===== src/rtl/matrix_pkg.sv =====
// rtl/matrix_pkg.sv - shared element width, loader state encoding and element index helper
package matrix_pkg;

  localparam int ELEM_W = 8;

  typedef enum logic {
    LOAD = 1'b0,
    FULL = 1'b1
  } state_t;

  // Bit offset of element k inside a flattened row-major matrix
  function automatic int elem_lsb(input int k);
    return k * ELEM_W;
  endfunction

endpackage


===== src/rtl/matrix_loader_if.sv =====
// rtl/matrix_loader_if.sv - element stream in, assembled matrix out, with consumer ack
interface matrix_loader_if #(
  parameter int N = 3
);
  import matrix_pkg::*;

  localparam int CW = $clog2(N * N + 1);

  logic [ELEM_W-1:0]       elem_in;
  logic                    elem_valid;
  logic                    elem_ready;
  logic                    abort;
  logic                    matrix_ack;
  logic [N*N*ELEM_W-1:0]   matrix_out;
  logic                    matrix_valid;
  logic [CW-1:0]           elem_count;

  modport master (
    output elem_in, elem_valid, abort, matrix_ack,
    input  elem_ready, matrix_out, matrix_valid, elem_count
  );

  modport slave (
    input  elem_in, elem_valid, abort, matrix_ack,
    output elem_ready, matrix_out, matrix_valid, elem_count
  );

endinterface


===== src/rtl/matrix_loader.sv =====
// rtl/matrix_loader.sv - assembles N*N row-major elements into a flattened matrix held until acked
module matrix_loader
  import matrix_pkg::*;
#(
  parameter int N = 3
) (
  input  logic              clk,
  input  logic              rst,
  matrix_loader_if.slave    bus
);

  localparam int NE = N * N;
  localparam int CW = $clog2(NE + 1);

  state_t                  state_q;
  state_t                  state_nx;
  logic [CW-1:0]           count_q;
  logic [NE*ELEM_W-1:0]    data_q;
  logic                    accept;
  logic                    last_elem;
  logic [NE-1:0]           we;

  assign accept    = (state_q == LOAD) && bus.elem_valid && !bus.abort;
  assign last_elem = (count_q == CW'(NE - 1));

  // One write enable per element slot; only the slot matching the count fires
  for (genvar k = 0; k < NE; k++) begin : g_we
    assign we[k] = accept && (count_q == CW'(k));
  end

  always_comb begin
    state_nx = state_q;
    if (bus.abort) begin
      state_nx = LOAD;
    end else begin
      case (state_q)
        LOAD: if (accept && last_elem) state_nx = FULL;
        FULL: if (bus.matrix_ack)      state_nx = LOAD;
        default:                       state_nx = LOAD;
      endcase
    end
  end

  always_ff @(posedge clk or posedge rst) begin
    if (rst) begin
      state_q <= LOAD;
    end else begin
      state_q <= state_nx;
    end
  end

  always_ff @(posedge clk or posedge rst) begin
    if (rst) begin
      count_q <= '0;
    end else if (bus.abort) begin
      count_q <= '0;
    end else if (state_q == FULL && bus.matrix_ack) begin
      count_q <= '0;
    end else if (accept) begin
      count_q <= count_q + CW'(1);
    end
  end

  // After an ack the old bytes stay until overwritten; only abort and reset clear them
  always_ff @(posedge clk or posedge rst) begin
    if (rst) begin
      data_q <= '0;
    end else if (bus.abort) begin
      data_q <= '0;
    end else begin
      for (int k = 0; k < NE; k++) begin
        if (we[k]) data_q[elem_lsb(k) +: ELEM_W] <= bus.elem_in;
      end
    end
  end

  assign bus.elem_ready   = (state_q == LOAD);
  assign bus.matrix_valid = (state_q == FULL);
  assign bus.matrix_out   = data_q;
  assign bus.elem_count   = count_q;

endmodule


===== src/flat_wrapper.sv =====
// flat-port wrapper written by rule: the top's interface ports become plain ports
module matrix_loader_flat import matrix_pkg::*;
#(
  parameter int N = 3
)
  (clk, rst, bus_elem_in, bus_elem_valid, bus_abort, bus_matrix_ack, bus_elem_ready, bus_matrix_out, bus_matrix_valid, bus_elem_count);
  matrix_loader_if #(.N(N)) bus_i ();
  input  logic clk;
  input  logic rst;
  input wire logic [$bits(bus_i.elem_in)-1:0] bus_elem_in;
  input wire logic [$bits(bus_i.elem_valid)-1:0] bus_elem_valid;
  input wire logic [$bits(bus_i.abort)-1:0] bus_abort;
  input wire logic [$bits(bus_i.matrix_ack)-1:0] bus_matrix_ack;
  output wire logic [$bits(bus_i.elem_ready)-1:0] bus_elem_ready;
  output wire logic [$bits(bus_i.matrix_out)-1:0] bus_matrix_out;
  output wire logic [$bits(bus_i.matrix_valid)-1:0] bus_matrix_valid;
  output wire logic [$bits(bus_i.elem_count)-1:0] bus_elem_count;
  assign bus_i.elem_in = bus_elem_in;
  assign bus_i.elem_valid = bus_elem_valid;
  assign bus_i.abort = bus_abort;
  assign bus_i.matrix_ack = bus_matrix_ack;
  assign bus_elem_ready = bus_i.elem_ready;
  assign bus_matrix_out = bus_i.matrix_out;
  assign bus_matrix_valid = bus_i.matrix_valid;
  assign bus_elem_count = bus_i.elem_count;
  matrix_loader #(.N(N)) u_core (.clk(clk), .rst(rst), .bus(bus_i));
endmodule

===== config.mk =====
export PLATFORM = sky130hd
export DESIGN_NAME = matrix_loader_flat
export DESIGN_NICKNAME = d
export VERILOG_FILES = /design/src/rtl/matrix_pkg.sv /design/src/rtl/matrix_loader_if.sv /design/src/rtl/matrix_loader.sv /design/src/flat_wrapper.sv
export SDC_FILE = /design/constraint.sdc
export NUM_CORES = 1
export LEC_CHECK = 0
export CORE_AREA = 3 3 96 98
export DETAILED_ROUTE_END_ITERATION = 10
export DIE_AREA = 0 0 99 101
export PLACE_DENSITY = 0.79
export SETUP_SLACK_MARGIN = 0.5
export SYNTH_ARGS = -nofsm -noshare
export SYNTH_HDL_FRONTEND = slang
export SYNTH_SLANG_ARGS = --single-unit

===== constraint.sdc =====
create_clock -name clk -period 2.4 [get_ports clk]
set_clock_uncertainty 0.05 [all_clocks]
set_input_delay 0.36 -clock clk [delete_from_list [all_inputs] [get_ports clk]]
set_output_delay 0.36 -clock clk [all_outputs]
set_load 0.02 [all_outputs]

==> out/summary.md <==
- 0.337 — met2 Track Usage GR
- 5 — Detailed Routing Iterations Pass 1
- 32 — critical path fanouts, max
- 0 — remaining number of nets flagged by the antenna check after routing
- 1810 ps — min Tclk post-route
- 0.427 — Initial Util
- 340 ps — clock insertion delay at the later pin of the skew report
- simple AND/OR/NAND/NOR gates — gate family responsible for the most delay along the worst path
- 377 — synthesized instance count
- 0 — Final Hold Viols
- 3218 — number of global-route vias before repair
- 0 — number of max-slew violations in the final report
- 0 — # setup viols final
- 16.6 mm — first-pass GRT wire length
- dfrtp_1 (53%), a21oi_1 (9.3%), nand3_1 (8.9%) — most area-consuming cells after synthesis
- 0.356 mV — IR drop worst, VDD
- 0.107 — ratio of cells with drive above 1 in the final layout
- 0.528 — sequential fraction of the synthesis area
- false — unrepaired setup endpoints after global routing
- 3650 µm² — synthesized cell area
- 34 — Yosys cell types
- 554 MHz — achievable clock frequency
- 2 — CTS Buffer Depth
- 0.882 — Routability Congestion
- 77 — flip-flop and latch count after synthesis
- 34 — number of rows in the core area
- 253 ps — Placement Setup Slack
- 77 — count of clock tree sinks
- 594 ps — final setup margin
- 1.00 — fraction of registers with async set or reset after synthesis
- 282 — Detailed Route Iter0 Violations
- 5.63 — drt via density
- 8550 µm² — Placeable Area
- 10000 µm² — Die Footprint
- input pin — Worst Setup Start Kind
- 0.211 — global router's overall resource usage
- 0.528 — area share of the leading cell type in the synthesized netlist
- 0.752 — share of the clock period used by the worst path
- in -> reg — type of the worst setup path
- 0 — # DRC
- 2560 ps — required time of the worst setup path
- complete, no violations — run status
- 18.1 µm — drt wl/cell
- 80 ps — clk slew on worst S/H paths
- 3 — H-tree level count
- 767 — count of filler cells inserted in the layout
- 0.611 — Max-Slew Margin vs Limit
- 558 — non-filler cells in the finished layout
- 0.291 — grt met1 use
- 10.1 mm — wirelength, routed
- 542 — post-placement cell count
- 1970 ps — signal arrival time at the worst endpoint
- 0 ps — Post-Route Setup TNS
- dfrtp_1 — Top FF cell, synth
- clkdlybuf4s50_1 -> or4b_4 -> o21ai_0 -> a21oi_1 — crit-path cells
- 0 — initial antenna violation count
- 0 — max-cap check violation count
- 0.0311 — global routing usage on met3
- 90 — number of I/O port buffers
- 1930 µm² — FF/Latch Area
- 3144 — vias after detailed routing
- 6.59 mm — Detailed Place HPWL
- 1 — sum of buffers and inverters on the critical path
- met2 — layer with the highest usage after global routing
- 0 — total of warnings raised by yosys
- 99 µm — chip width
- or4b_4 — cell type of the slowest stage on the worst timing path
- flop — endpoint type of the worst setup path
- 680 ps — Largest stage delay, worst path
- 0 — number of enable-type register cells in the synthesized netlist
- 0 — Antenna Cells
- 462 — net count of the finished layout
- 1460 µm² — area of the multi-input gates
- 564 nW/µm² — power density relative to cell area
- 9.68 µm² — Syn Area/Cell
- 30.7% — Area growth, synth to finish
- in -> reg — hold crit path type
- 0 — leftover overflow at the end of global routing
- clkbuf_8 — cell at the root of the clock tree
- 1.94 nW — total leakage power
- 78 — largest net degree at the start of global routing
- 394 — net count after synthesis
- 101 µm — overall die height
- 9 — Num CTS Buffers
- done — clock tree from TritonCTS
- 91 — Top-Level Pins
- 582 ps — measured slew at the worst slew-check pin
- dfrtp_1 — post-synth top area cell
[through the flow]
step	util	hold WS, ps	power (mW)	cell area, µm²
after floorplan	-	509	1.50	3650
after global placement	0.528	480	1.58	4510
after detailed placement	0.528	480	1.59	4510
after CTS	0.556	289	2.71	4760
after global routing	0.558	318	2.79	4770
final	0.558	306	2.69	4770
[layout make-up]
type / instances / area share
Clock inverter: 5 / 0.0171
Timing Repair Buffer: 100 / 0.208
Tap cell: 108 / 0.0283
Sequential cell: 77 / 0.405
Multi-Input combinational cell: 252 / 0.306
Inverter: 5 / 0.00472
Clock buffer: 11 / 0.0317
[kinds of logic (layout without fill, tap and decap cells)]
group	count (synthesis)	in the layout	synth area share
AOI/OAI and AO/OA	136	136	0.190
and+or+nand+nor	104	104	0.167
DFF	77	77	0.528
buffers and inverters	48	121	0.0772
muxes	8	8	0.0243
adders and majority gates	4	4	0.0137
[state kept, by name, summed over array words and instances (netlist names)]
register / cells
u_core.bus.elem_count: 4
u_core.bus.matrix_valid: 1
u_core.bus.matrix_out: 72
[Yosys cell counts, types with 2 or more instances]
master	instances
o21ai_1	30
mux2_2	7
nand2b_1	6
dfrtp_1	77
buf_2	11
o21ai_0	35
nor2_1	3
clkbuf_1	16
nor2b_1	11
buf_6	6
inv_1	5
buf_4	8
and2_0	2
nand3_1	65
ha_1	4
a21oi_1	68
nand2_1	6
[power by group]
group | total, mW | switching [mW] | internal (mW)
combinational | 0.241 | 0.163 | 0.0781
sequential | 1.32 | 0.0107 | 1.31
clock | 1.13 | 0.482 | 0.645
[layer usage]
layer | routed length (µm) | vias up
li1 | - | 1463
met1 | 4260 | 1509
met2 | 4820 | 147
met3 | 775 | 25
met4 | 222 | 0
met5 | 0 | -
[worst paths after layout]
check                                                     startpoint                                    end  slack, ps  depth (start not counted)
max in group asynchronous                                        rst      u_core.bus.matrix_valid$_DFF_PP0_       1540                          3
worst max register to register     u_core.bus.matrix_valid$_DFF_PP0_  u_core.bus.matrix_out[30]$_DFFE_PP0P_        630                          3
worst max-delay path                                  bus_elem_valid  u_core.bus.matrix_out[30]$_DFFE_PP0P_        590                          4
worst min register to register  u_core.bus.matrix_out[6]$_DFFE_PP0P_   u_core.bus.matrix_out[6]$_DFFE_PP0P_        490                          2
min in group asynchronous                                        rst   u_core.bus.matrix_out[4]$_DFFE_PP0P_        440                          3
worst min-delay path                                       bus_abort   u_core.bus.elem_count[0]$_DFFE_PP0P_        310                          2
[cells in the final DEF, fill, tap and decap left out, types with 2 or more instances in the layout]
| cell | n |
|---|---|
| dlygate4sd2_1 | 3 |
| clkinvlp_4 | 2 |
| mux2_2 | 7 |
| o21ai_0 | 35 |
| nand3_1 | 65 |
| nor2_1 | 3 |
| clkdlybuf4s50_1 | 83 |
| ha_1 | 4 |
| nand2_1 | 6 |
| dlymetal6s2s_1 | 3 |
| buf_4 | 8 |
| inv_1 | 4 |
| bufinv_16 | 2 |
| and2_0 | 2 |
| clkbuf_8 | 11 |
| o21ai_1 | 30 |
| dfrtp_2 | 3 |
| dfrtp_1 | 74 |
| nor2b_1 | 10 |
| nand2b_1 | 6 |
| a21oi_1 | 68 |
[repair_timing]
| item | in CTS | in global routing |
|---|---|---|
| gates resized for setup | 7 | 5 |
| pin swaps | 0 | 0 |
| endpoints found under the setup margin | 11 | 11 |
| setup buffers | 0 | 0 |
| hold buffers | 0 | 0 |
Note: power is estimated with default switching activity, not from simulation.
